## src/rtl/pio_input_conditioner.sv

```systemverilog
`default_nettype none
// ============================================================================
// Module   : pio_input_conditioner
// Brief    : Synchronises and debounces pushbuttons and DIP switches, makes a
//            press pulse per button, and turns a long press into a warm-reset
//            request.
// Revision : 1.0 - initial release
// ============================================================================
module pio_input_conditioner #(
    parameter int N_BUTTON           = 2,
    parameter int N_DIPSW            = 4,
    parameter int DEBOUNCE_CYCLES    = 500000,
    parameter int LONG_PRESS_CYCLES  = 150000000,
    parameter int RESET_PULSE_CYCLES = 1024,
    parameter int LP_INDEX           = 0
) (
    input  logic                clk_clk,
    input  logic                reset_reset_n,
    input  logic [N_BUTTON-1:0] button_raw_n,
    input  logic [N_DIPSW-1:0]  dipsw_raw,
    input  logic                lp_enable,
    output logic [N_BUTTON-1:0] button_db_n,
    output logic [N_DIPSW-1:0]  dipsw_db,
    output logic [N_BUTTON-1:0] button_press_pulse,
    output logic                f2h_warm_reset_req_n
);

    localparam int c_N   = N_BUTTON + N_DIPSW;
    localparam int c_DBW = (DEBOUNCE_CYCLES > 1)    ? $clog2(DEBOUNCE_CYCLES)    : 1;
    localparam int c_HW  = (LONG_PRESS_CYCLES > 1)  ? $clog2(LONG_PRESS_CYCLES)  : 1;
    localparam int c_PW  = (RESET_PULSE_CYCLES > 1) ? $clog2(RESET_PULSE_CYCLES) : 1;

    localparam logic [c_DBW-1:0] c_DB_MAX    = c_DBW'(DEBOUNCE_CYCLES - 1);
    localparam logic [c_HW-1:0]  c_HOLD_MAX  = c_HW'(LONG_PRESS_CYCLES - 1);
    localparam logic [c_PW-1:0]  c_PULSE_MAX = c_PW'(RESET_PULSE_CYCLES - 1);

    // Buttons idle high (released), switches idle low.
    localparam logic [c_N-1:0] c_RST_VAL = {{N_DIPSW{1'b0}}, {N_BUTTON{1'b1}}};

    localparam logic [1:0] c_IDLE     = 2'd0;
    localparam logic [1:0] c_HOLD     = 2'd1;
    localparam logic [1:0] c_ASSERT   = 2'd2;
    localparam logic [1:0] c_WAIT_REL = 2'd3;

    logic [c_N-1:0] w_raw;
    logic [c_N-1:0] w_db;

    assign w_raw = {dipsw_raw, button_raw_n};

    generate
        for (genvar i = 0; i < c_N; i++) begin : g_bit
            logic             r_s1;
            logic             r_s;
            logic             r_db;
            logic [c_DBW-1:0] r_cnt;

            always_ff @(posedge clk_clk) begin
                if (!reset_reset_n) begin
                    r_s1  <= c_RST_VAL[i];
                    r_s   <= c_RST_VAL[i];
                    r_db  <= c_RST_VAL[i];
                    r_cnt <= '0;
                end else begin
                    r_s1 <= w_raw[i];
                    r_s  <= r_s1;
                    if (r_s == r_db) begin
                        r_cnt <= '0;
                    end else if (r_cnt == c_DB_MAX) begin
                        r_db  <= r_s;
                        r_cnt <= '0;
                    end else begin
                        r_cnt <= r_cnt + c_DBW'(1);
                    end
                end
            end

            assign w_db[i] = r_db;
        end
    endgenerate

    assign button_db_n = w_db[N_BUTTON-1:0];
    assign dipsw_db    = w_db[c_N-1:N_BUTTON];

    logic [N_BUTTON-1:0] r_btn_prev;
    logic [N_BUTTON-1:0] r_press;

    always_ff @(posedge clk_clk) begin
        if (!reset_reset_n) begin
            r_btn_prev <= '1;
            r_press    <= '0;
        end else begin
            r_btn_prev <= button_db_n;
            r_press    <= r_btn_prev & ~button_db_n;
        end
    end

    assign button_press_pulse = r_press;

    logic [1:0]      r_state;
    logic [c_HW-1:0] r_hold_cnt;
    logic [c_PW-1:0] r_pulse_cnt;
    logic            r_req_n;
    logic            w_lp_db;

    assign w_lp_db = button_db_n[LP_INDEX];

    // Disarming overrides every state, including a pulse already in flight.
    always_ff @(posedge clk_clk) begin
        if (!reset_reset_n || !lp_enable) begin
            r_state     <= c_IDLE;
            r_hold_cnt  <= '0;
            r_pulse_cnt <= '0;
            r_req_n     <= 1'b1;
        end else begin
            case (r_state)
                c_IDLE: begin
                    if (!w_lp_db) begin
                        r_state    <= c_HOLD;
                        r_hold_cnt <= '0;
                    end
                end
                c_HOLD: begin
                    if (w_lp_db) begin
                        r_state <= c_IDLE;
                    end else if (r_hold_cnt == c_HOLD_MAX) begin
                        r_state     <= c_ASSERT;
                        r_pulse_cnt <= '0;
                        r_req_n     <= 1'b0;
                    end else begin
                        r_hold_cnt <= r_hold_cnt + c_HW'(1);
                    end
                end
                c_ASSERT: begin
                    if (r_pulse_cnt == c_PULSE_MAX) begin
                        r_state <= c_WAIT_REL;
                        r_req_n <= 1'b1;
                    end else begin
                        r_pulse_cnt <= r_pulse_cnt + c_PW'(1);
                    end
                end
                default: begin
                    r_req_n <= 1'b1;
                    if (w_lp_db) begin
                        r_state <= c_IDLE;
                    end
                end
            endcase
        end
    end

    assign f2h_warm_reset_req_n = r_req_n;

endmodule
`default_nettype wire

```

## config.mk

```make
export PLATFORM = sky130hd
export DESIGN_NAME = pio_input_conditioner
export DESIGN_NICKNAME = d
export VERILOG_FILES = /design/src/rtl/pio_input_conditioner.sv
export SDC_FILE = /design/constraint.sdc
export NUM_CORES = 1
export LEC_CHECK = 0
export ABC_AREA = 0
export CORE_MARGIN = 2
export CORE_UTILIZATION = 25
export DETAILED_ROUTE_END_ITERATION = 12
export GPL_TIMING_DRIVEN = 0
export SKIP_LAST_GASP = 1
export SLEW_MARGIN = 0
export SYNTH_ARGS = -nofsm -noshare
export SYNTH_HDL_FRONTEND = slang
export SYNTH_SLANG_ARGS = --single-unit
```

## constraint.sdc

```tcl
create_clock -name clk_clk -period 2.7 [get_ports clk_clk]
set_clock_uncertainty 0.05 [all_clocks]
set_input_delay 0.81 -clock clk_clk [delete_from_list [all_inputs] [get_ports clk_clk]]
set_output_delay 0.81 -clock clk_clk [all_outputs]
set_load 0.02 [all_outputs]
```

==> metrics.log, run 1 <==
[metrics] TritonCTS clock tree: done
[metrics] endpoint of the most critical setup path: button_db_n[1]
[metrics] final setup violation count: 0
[metrics] Root Buffer: sky130_fd_sc_hd__clkbuf_16
[metrics] maximum number of pins on one net before global-route repair: 19
[metrics] total power of the final layout: 0.00518 W
[metrics] final HPWL from detailed placement: 9.91 mm
[metrics] routability congestion estimate: 0.755
[metrics] number of nets with antenna violations after routing: 0
[metrics] Worst R2R Setup Slack: 0.59 ns
[metrics] Syn Std Cell Area: 7700 um^2
[metrics] Worst Hold Depth: 2
[metrics] Final Hold Vio Count: 0
[metrics] clock transition at the registers of the reported paths: 0.07 ns
[metrics] global route overflow: 0
[metrics] H-tree levels: 4
[metrics] classification of the worst-slack hold path: reg -> reg
[metrics] Top Ports: 18
[metrics] clock tree buffer depth: 2
[metrics] least setup slack across all paths after layout: 0.224 ns
[metrics] wire length of the first global-routing pass: 25.9 mm
[metrics] critical path peak fanout: 4
[metrics] final clock period utilization by the worst path: 0.917
[metrics] via count of the first global-routing pass: 5,524
[metrics] depth of the worst register-to-register path: 6
[metrics] # clock sinks: 177
[metrics] final routed wire length divided by cell count: 11.1 um
[metrics] initial antenna violation count: 0
[metrics] achievable clock frequency: 0.404 GHz
[metrics] number of enable-type register cells in the synthesized netlist: 0
[metrics] sort of element at the start of the critical path: flip-flop
[metrics] VDD IR max: 494 uV
[metrics] Crit Reg-Reg Startpoint: g_bit[4].r_cnt[0]
[metrics] data required time at the worst endpoint: 1.84 ns
[metrics] Setup Fix Bufs, Post-CTS: 0
[metrics] Seq/Total Area, Yosys: 0.460
[metrics] Cell Rows: 64
[metrics] Final Critical Period: 2.48 ns
[metrics] horizontal die dimension: 179 um
[metrics] cells traversed along the worst timing path: buf_4 -> clkdlybuf4s50_1
[metrics] gate count after technology mapping: 880
[metrics] run status: completed
[metrics] cts hold-fix bufs: 0
[metrics] GRT Overall Usage: 0.0952
[metrics] worst-skew pair later-pin latency: 0.44 ns
[metrics] diodes inserted: 0
[metrics] first-iteration detailed-routing DRC count: 242
[metrics] share of cells above drive strength 1: 0.0744
[metrics] vertical extent of the die: 179 um
[metrics] Critical Path Slowest Stage Cell: sky130_fd_sc_hd__clkdlybuf4s50_1
[metrics] remaining max-slew budget at the tightest pin: 0.502
[metrics] crit path kind: reg -> out
[metrics] beginning of the worst hold path: r_btn_prev[1]
[metrics] Worst Setup SP: g_bit[1].r_db
[metrics] Unique masters post-synth: 50
[metrics] net count reported at finish: 932
[metrics] number of nets in the synthesized netlist: 897
[metrics] r2r endpoint: g_bit[4].r_cnt[16]
[metrics] total DRC errors in the routed layout: 0
[metrics] Static Leak: 2.80 nW
[metrics] max cap viols: 0
[metrics] detailed-router iteration count before antenna repair: 4
[metrics] count of buffers inserted at the top-level ports: 16
[metrics] transition time at the pin with the least slew margin: 0.741 ns
[metrics] mean area per synthesized cell: 8.75 um^2
[metrics] number of max-slew violations in the final report: 0
[metrics] core outline area: 30,400 um^2
[metrics] area of the die: 32,200 um^2
[metrics] setup repair after global routing missed its margin: no
[metrics] fraction of registers with async set or reset after synthesis: 0
[metrics] starting utilization of the core area: 0.253
[metrics] warning count from the yosys run: 0
[metrics] CTS resizes: 0
[metrics] area growth from synthesis to layout: 16.3%
[metrics] number of flip-flops and latches in the synthesized netlist: 177
[metrics] drt via density: 4.42
[metrics] total via count in the routed design: 5,846
[metrics] wire length reported by the detailed router: 14.6 mm
[metrics] Synth Flop Type: sky130_fd_sc_hd__dfxtp_1
[metrics] CP arrival: 1.62 ns
[metrics] CP peak stage delay: 0.59 ns
[metrics] worst setup timing slack at the placement stage: -0.0787 ns
[metrics] endpoint kind of the worst setup timing path: output port
[metrics] number of buffers created by CTS: 17
[metrics] pwr dens: 579 nW/um^2
==> per-layer routing <==
layer	wire, um	part of all wire	up-vias	track usage
met1	7620	0.52	2689	0.129
met3	528	0.036	14	0.0271
met2	6310	0.43	78	0.145
met4	179	0.012	0	0.0335
li1	-	-	3065	-
met5	0	0	-	0
==> cells by family (layout without fill, tap and decap cells) <==
| kind of cell | Yosys count | after routing | synth area share |
|---|---|---|---|
| flip-flops | 177 | 177 | 0.460 |
| adder cells (fa/ha/maj) | 8 | 8 | 0.0130 |
| XOR/XNOR | 126 | 126 | 0.143 |
| multiplexers | 9 | 9 | 0.0119 |
| AND/OR/NAND/NOR | 467 | 467 | 0.304 |
| buffers and inverters | 47 | 95 | 0.0312 |
| AO/OA/AOI/OAI | 46 | 46 | 0.0361 |
==> Yosys cell counts, types with 10 or more instances <==
cell type | count | share of area
sky130_fd_sc_hd__dfxtp_1 | 177 | 0.46
sky130_fd_sc_hd__nor2_1 | 167 | 0.081
sky130_fd_sc_hd__nand2_1 | 74 | 0.036
sky130_fd_sc_hd__xor2_1 | 73 | 0.083
sky130_fd_sc_hd__nand3_1 | 54 | 0.035
sky130_fd_sc_hd__xnor2_1 | 53 | 0.060
sky130_fd_sc_hd__nand4_1 | 33 | 0.027
sky130_fd_sc_hd__nor3_1 | 24 | 0.016
sky130_fd_sc_hd__inv_1 | 21 | 0.010
sky130_fd_sc_hd__and3_1 | 20 | 0.016
sky130_fd_sc_hd__a21oi_1 | 16 | 0.010
sky130_fd_sc_hd__nor4_1 | 15 | 0.012
sky130_fd_sc_hd__and4_1 | 13 | 0.015
sky130_fd_sc_hd__o21ai_0 | 13 | 0.0085
sky130_fd_sc_hd__and2_1 | 11 | 0.0089
sky130_fd_sc_hd__or3_1 | 10 | 0.0081
==> report_power, final <==
part	switching, W	internal, W
registers	0.00000623	0.00262
logic	0.0000426	0.0000236
clock network	0.00117	0.00132
==> layout by cell type, fill, tap and decap left out, drive strengths merged, types with 2 or more instances in the layout <==
cell type        n
nor3            24
and3            21
nand4           35
and2            11
nor4b            8
xnor2           53
nor4            15
and4            16
nand3b           4
nand3           54
and4bb           2
o31ai            3
clkdlybuf4s50   16
a31oi            4
nor2b            4
clkbuf          23
nand2           74
xor2            73
or3             11
buf             20
clkinv           6
or4              2
a221oi           2
a21oi           16
mux2i            8
o21ai           15
inv             27
nor2           168
ha               8
or2              5
nand2b           9
dfxtp          177
clkinvlp         2
==> stage by stage <==
stage	util	cells	hold slack [ns]	TNS, ns	cell area [um^2]
after floorplan	-	880	0.336	0	7700
after global placement	0.275	1292	0.343	-0.0638	8350
after detailed placement	0.275	1292	0.343	-0.0787	8350
after CTS	0.294	1324	0.359	0	8950
after global routing	0.294	1324	0.381	0	8950
final	0.294	1324	0.360	0	8950
==> critical path: cells and delay by family, from the launching register on <==
family | cells | cell delay (ns)
buf+inv | 2 | 0.74
flops | 1 | 0.44
==> final cells by class <==
cell class | count | area (um^2)
fill | 3207 | 21500
multi-input combinational | 656 | 3920
sequential | 177 | 3540
tap | 396 | 495
clock buffer | 17 | 425
clock inverter | 15 | 174
buffer | 26 | 161
timing repair buffer | 16 | 160
inverter | 21 | 78.8
==> how the worst min path moves through the flow <==
stage | endpoint | slack (ns)
after floorplan | g_bit[0].r_s | 0.34
after global placement | g_bit[1].r_s | 0.34
after detailed placement | g_bit[0].r_s | 0.34
after CTS | button_press_pulse[1] | 0.36
after global routing | button_press_pulse[1] | 0.38
final | button_press_pulse[1] | 0.36
==> flip-flops by register name, summed over array words and instances (netlist names) <==
name,cells
button_press_pulse,2
f2h_warm_reset_req_n,1
g_bit.r_cnt,114
g_bit.r_db,6
g_bit.r_s,6
g_bit.r_s1,6
r_btn_prev,2
r_hold_cnt,28
r_pulse_cnt,10
r_state,2
(Power assumes the default switching activity.)
==> run 2: changes to the inputs <==
- CTS_BUF_LIST: not set -> sky130_fd_sc_hd__clkbuf_8
- SKIP_CTS_REPAIR_TIMING: not set -> 1
==> metrics.log, run 2 (synthesized netlist as in run 1, its figures left out) <==
[metrics] Final Hold Vio Count: 0 (unchanged)
[metrics] global route overflow: 0 (unchanged)
[metrics] Final Non-Filler Cells: 1,324 (unchanged)
[metrics] area growth from synthesis to layout: 13.8%
[metrics] data required time at the worst endpoint: 1.84 ns (about the same)
[metrics] routability congestion estimate: 0.755 (unchanged)
[metrics] final clock period utilization by the worst path: 0.932 (+0.0155)
[metrics] starting utilization of the core area: 0.253 (unchanged)
[metrics] vertical extent of the die: 179 um (unchanged)
[metrics] Top Ports: 18 (unchanged)
[metrics] total via count in the routed design: 5,849 (+0.051%)
[metrics] leading registers by flop count: g_bit.r_cnt (114), r_hold_cnt (28), r_pulse_cnt (10)
[metrics] GRT Overall Usage: 0.0945 (-0.000686)
[metrics] H-tree levels: 4 (unchanged)
[metrics] endpoint of the most critical setup path: button_db_n[1]
[metrics] most frequent cells in the layout: sky130_fd_sc_hd__dfxtp_1 (177), sky130_fd_sc_hd__nor2_1 (167), sky130_fd_sc_hd__nand2_1 (74)
[metrics] final HPWL from detailed placement: 9.91 mm (unchanged)
[metrics] pwr dens: 520 nW/um^2 (-10%)
[metrics] VDD IR max: 313 uV (-37%)
[metrics] worst-skew pair later-pin latency: 0.47 ns (+0.03 ns)
[metrics] Final Critical Period: 2.52 ns (+0.0418 ns)
[metrics] crit path kind: reg -> out
[metrics] number of buffers created by CTS: 17 (unchanged)
[metrics] stages on the worst setup path: 2 (unchanged)
[metrics] GR Layer Usage met3: 0.0259 (-0.00122)
[metrics] count of buffers inserted at the top-level ports: 16 (unchanged)
[metrics] number of filler instances in the final layout: 3,230 (+0.72%)
[metrics] endpoint kind of the worst setup timing path: output port
[metrics] total DRC errors in the routed layout: 0 (unchanged)
[metrics] clock transition at the registers of the reported paths: 0.10 ns (+0.03 ns)
[metrics] r2r endpoint: g_bit[4].r_cnt[17]
[metrics] Worst R2R Setup Slack: 0.58 ns (about the same)
[metrics] diodes inserted: 0 (unchanged)
[metrics] share of cells above drive strength 1: 0.0744 (unchanged)
[metrics] classification of the worst-slack hold path: reg -> reg
[metrics] detailed-router iteration count before antenna repair: 4 (unchanged)
[metrics] depth of the worst register-to-register path: 6 (unchanged)
[metrics] transition time at the pin with the least slew margin: 0.768 ns (+0.0264 ns)
[metrics] core outline area: 30,400 um^2 (unchanged)
[metrics] TritonCTS clock tree: done
[metrics] final setup violation count: 0 (unchanged)
[metrics] Critical Path Slowest Stage Cell: sky130_fd_sc_hd__clkdlybuf4s50_1
[metrics] Static Leak: 2.71 nW (-3.1%)
[metrics] net count reported at finish: 932 (unchanged)
[metrics] area of the die: 32,200 um^2 (unchanged)
[metrics] beginning of the worst hold path: r_btn_prev[1]
[metrics] via count of the first global-routing pass: 5,542 (+0.33%)
[metrics] # placed instances: 1,292 (unchanged)
[metrics] CP peak stage delay: 0.59 ns (about the same)
[metrics] maximum number of pins on one net before global-route repair: 19 (unchanged)
[metrics] sort of element at the start of the critical path: flip-flop
[metrics] Worst Setup SP: g_bit[1].r_db
[metrics] drt via density: 4.42 (about the same)
[metrics] remaining max-slew budget at the tightest pin: 0.484 (-0.0178)
[metrics] setup repair after global routing missed its margin: no
[metrics] number of max-slew violations in the final report: 0 (unchanged)
[metrics] most common cell after layout, fill and taps aside: sky130_fd_sc_hd__dfxtp_1
[metrics] dominant delay contributor by cell family on the critical path: buffers and inverters
[metrics] Buf/Inv on CP: 2 (unchanged)
[metrics] final routed wire length divided by cell count: 11.0 um (-0.33%)
[metrics] GRT met1 Usage: 0.128 (-0.000360)
[metrics] CP arrival: 1.66 ns (+0.04 ns)
[metrics] critical path peak fanout: 4 (unchanged)
[metrics] wire length reported by the detailed router: 14.6 mm (-0.33%)
[metrics] register with the highest flop count: g_bit.r_cnt
[metrics] # clock sinks: 177 (unchanged)
[metrics] number of flip-flops under the largest register name: 114 (unchanged)
[metrics] run status: completed
[metrics] initial antenna violation count: 0 (unchanged)
[metrics] Cell Rows: 64 (unchanged)
[metrics] max cap viols: 0 (unchanged)
[metrics] Final TNS setup: 0 ns (unchanged)
[metrics] clock tree buffer depth: 2 (unchanged)
[metrics] cells traversed along the worst timing path: buf_4 -> clkdlybuf4s50_1
[metrics] horizontal die dimension: 179 um (unchanged)
[metrics] number of nets with antenna violations after routing: 0 (unchanged)
[metrics] first-iteration detailed-routing DRC count: 294 (+21%)
[metrics] wire length of the first global-routing pass: 25.8 mm (-0.32%)
[metrics] layer carrying the most global-route usage: met2
[metrics] GR Layer Usage met2: 0.145 (+0.000153)
[metrics] achievable clock frequency: 0.397 GHz (-1.7%)
[metrics] Root Buffer: sky130_fd_sc_hd__clkbuf_8
[metrics] Crit Reg-Reg Startpoint: g_bit[4].r_cnt[0]
==> run 2: cell counts in the layout (fill, tap and decap cells not counted) <==
No cell type changed its count.
==> run 2: worst min path at each step <==
stage	endpoint	slack, ns	cells after the start
4_1_cts	button_press_pulse[1]	0.36	2
3_5_place_dp	g_bit[0].r_s	0.34	1
5_1_grt	button_press_pulse[1]	0.39	2
6_report	button_press_pulse[1]	0.36	2
2_1_floorplan	g_bit[0].r_s	0.34	1
3_3_place_gp	g_bit[1].r_s	0.34	1
==> run 2: power by group <==
group          total [W]  switching [W]  leakage (nW)  internal, W
clock            0.00186        0.00109         0.201     0.000779
combinational  0.0000661      0.0000425          1.08    0.0000236
sequential       0.00263     0.00000627          1.43      0.00262
total            0.00456        0.00113          2.71      0.00342
==> run 2: stage by stage <==
step | setup WS [ns] | hold slack, ns | area (um^2) | total power [W] | utilization
final | 0.182 | 0.364 | 8760 | 0.00456 | 0.288
after global routing | 0.0890 | 0.388 | 8760 | 0.00476 | 0.288
after floorplan | 0.547 | 0.336 | 7700 | 0.00272 | -
after detailed placement | -0.0787 | 0.343 | 8350 | 0.00275 | 0.275
after global placement | -0.0638 | 0.343 | 8350 | 0.00275 | 0.275
after CTS | 0.103 | 0.363 | 8760 | 0.00465 | 0.288
==> run 2: routing by layer <==
metal  share of wire  routed length, um  up-vias
met2            0.44               6370       59
met1            0.52               7600     2718
li1                -                  -     3061
met5               0                  0        -
met4           0.010                149        0
met3           0.033                477       11
==> run 2: area by class of cell <==
class,count,area [um^2],share of cell area
clock buffer,17,234,0.0267
tap,396,495,0.0565
sequential,177,3540,0.404
timing repair buffer,16,160,0.0183
clock inverter,15,174,0.0198
multi-input combinational,656,3920,0.447
buffer,26,161,0.0184
inverter,21,78.8,0.00900
==> run 2: tightest hold or removal path, delay by kind of cell (launching register included) <==
family	cells	cell delay, ns
and+or+nand+nor	1	0.03
buffers and inverters	1	0.04
DFF	1	0.31
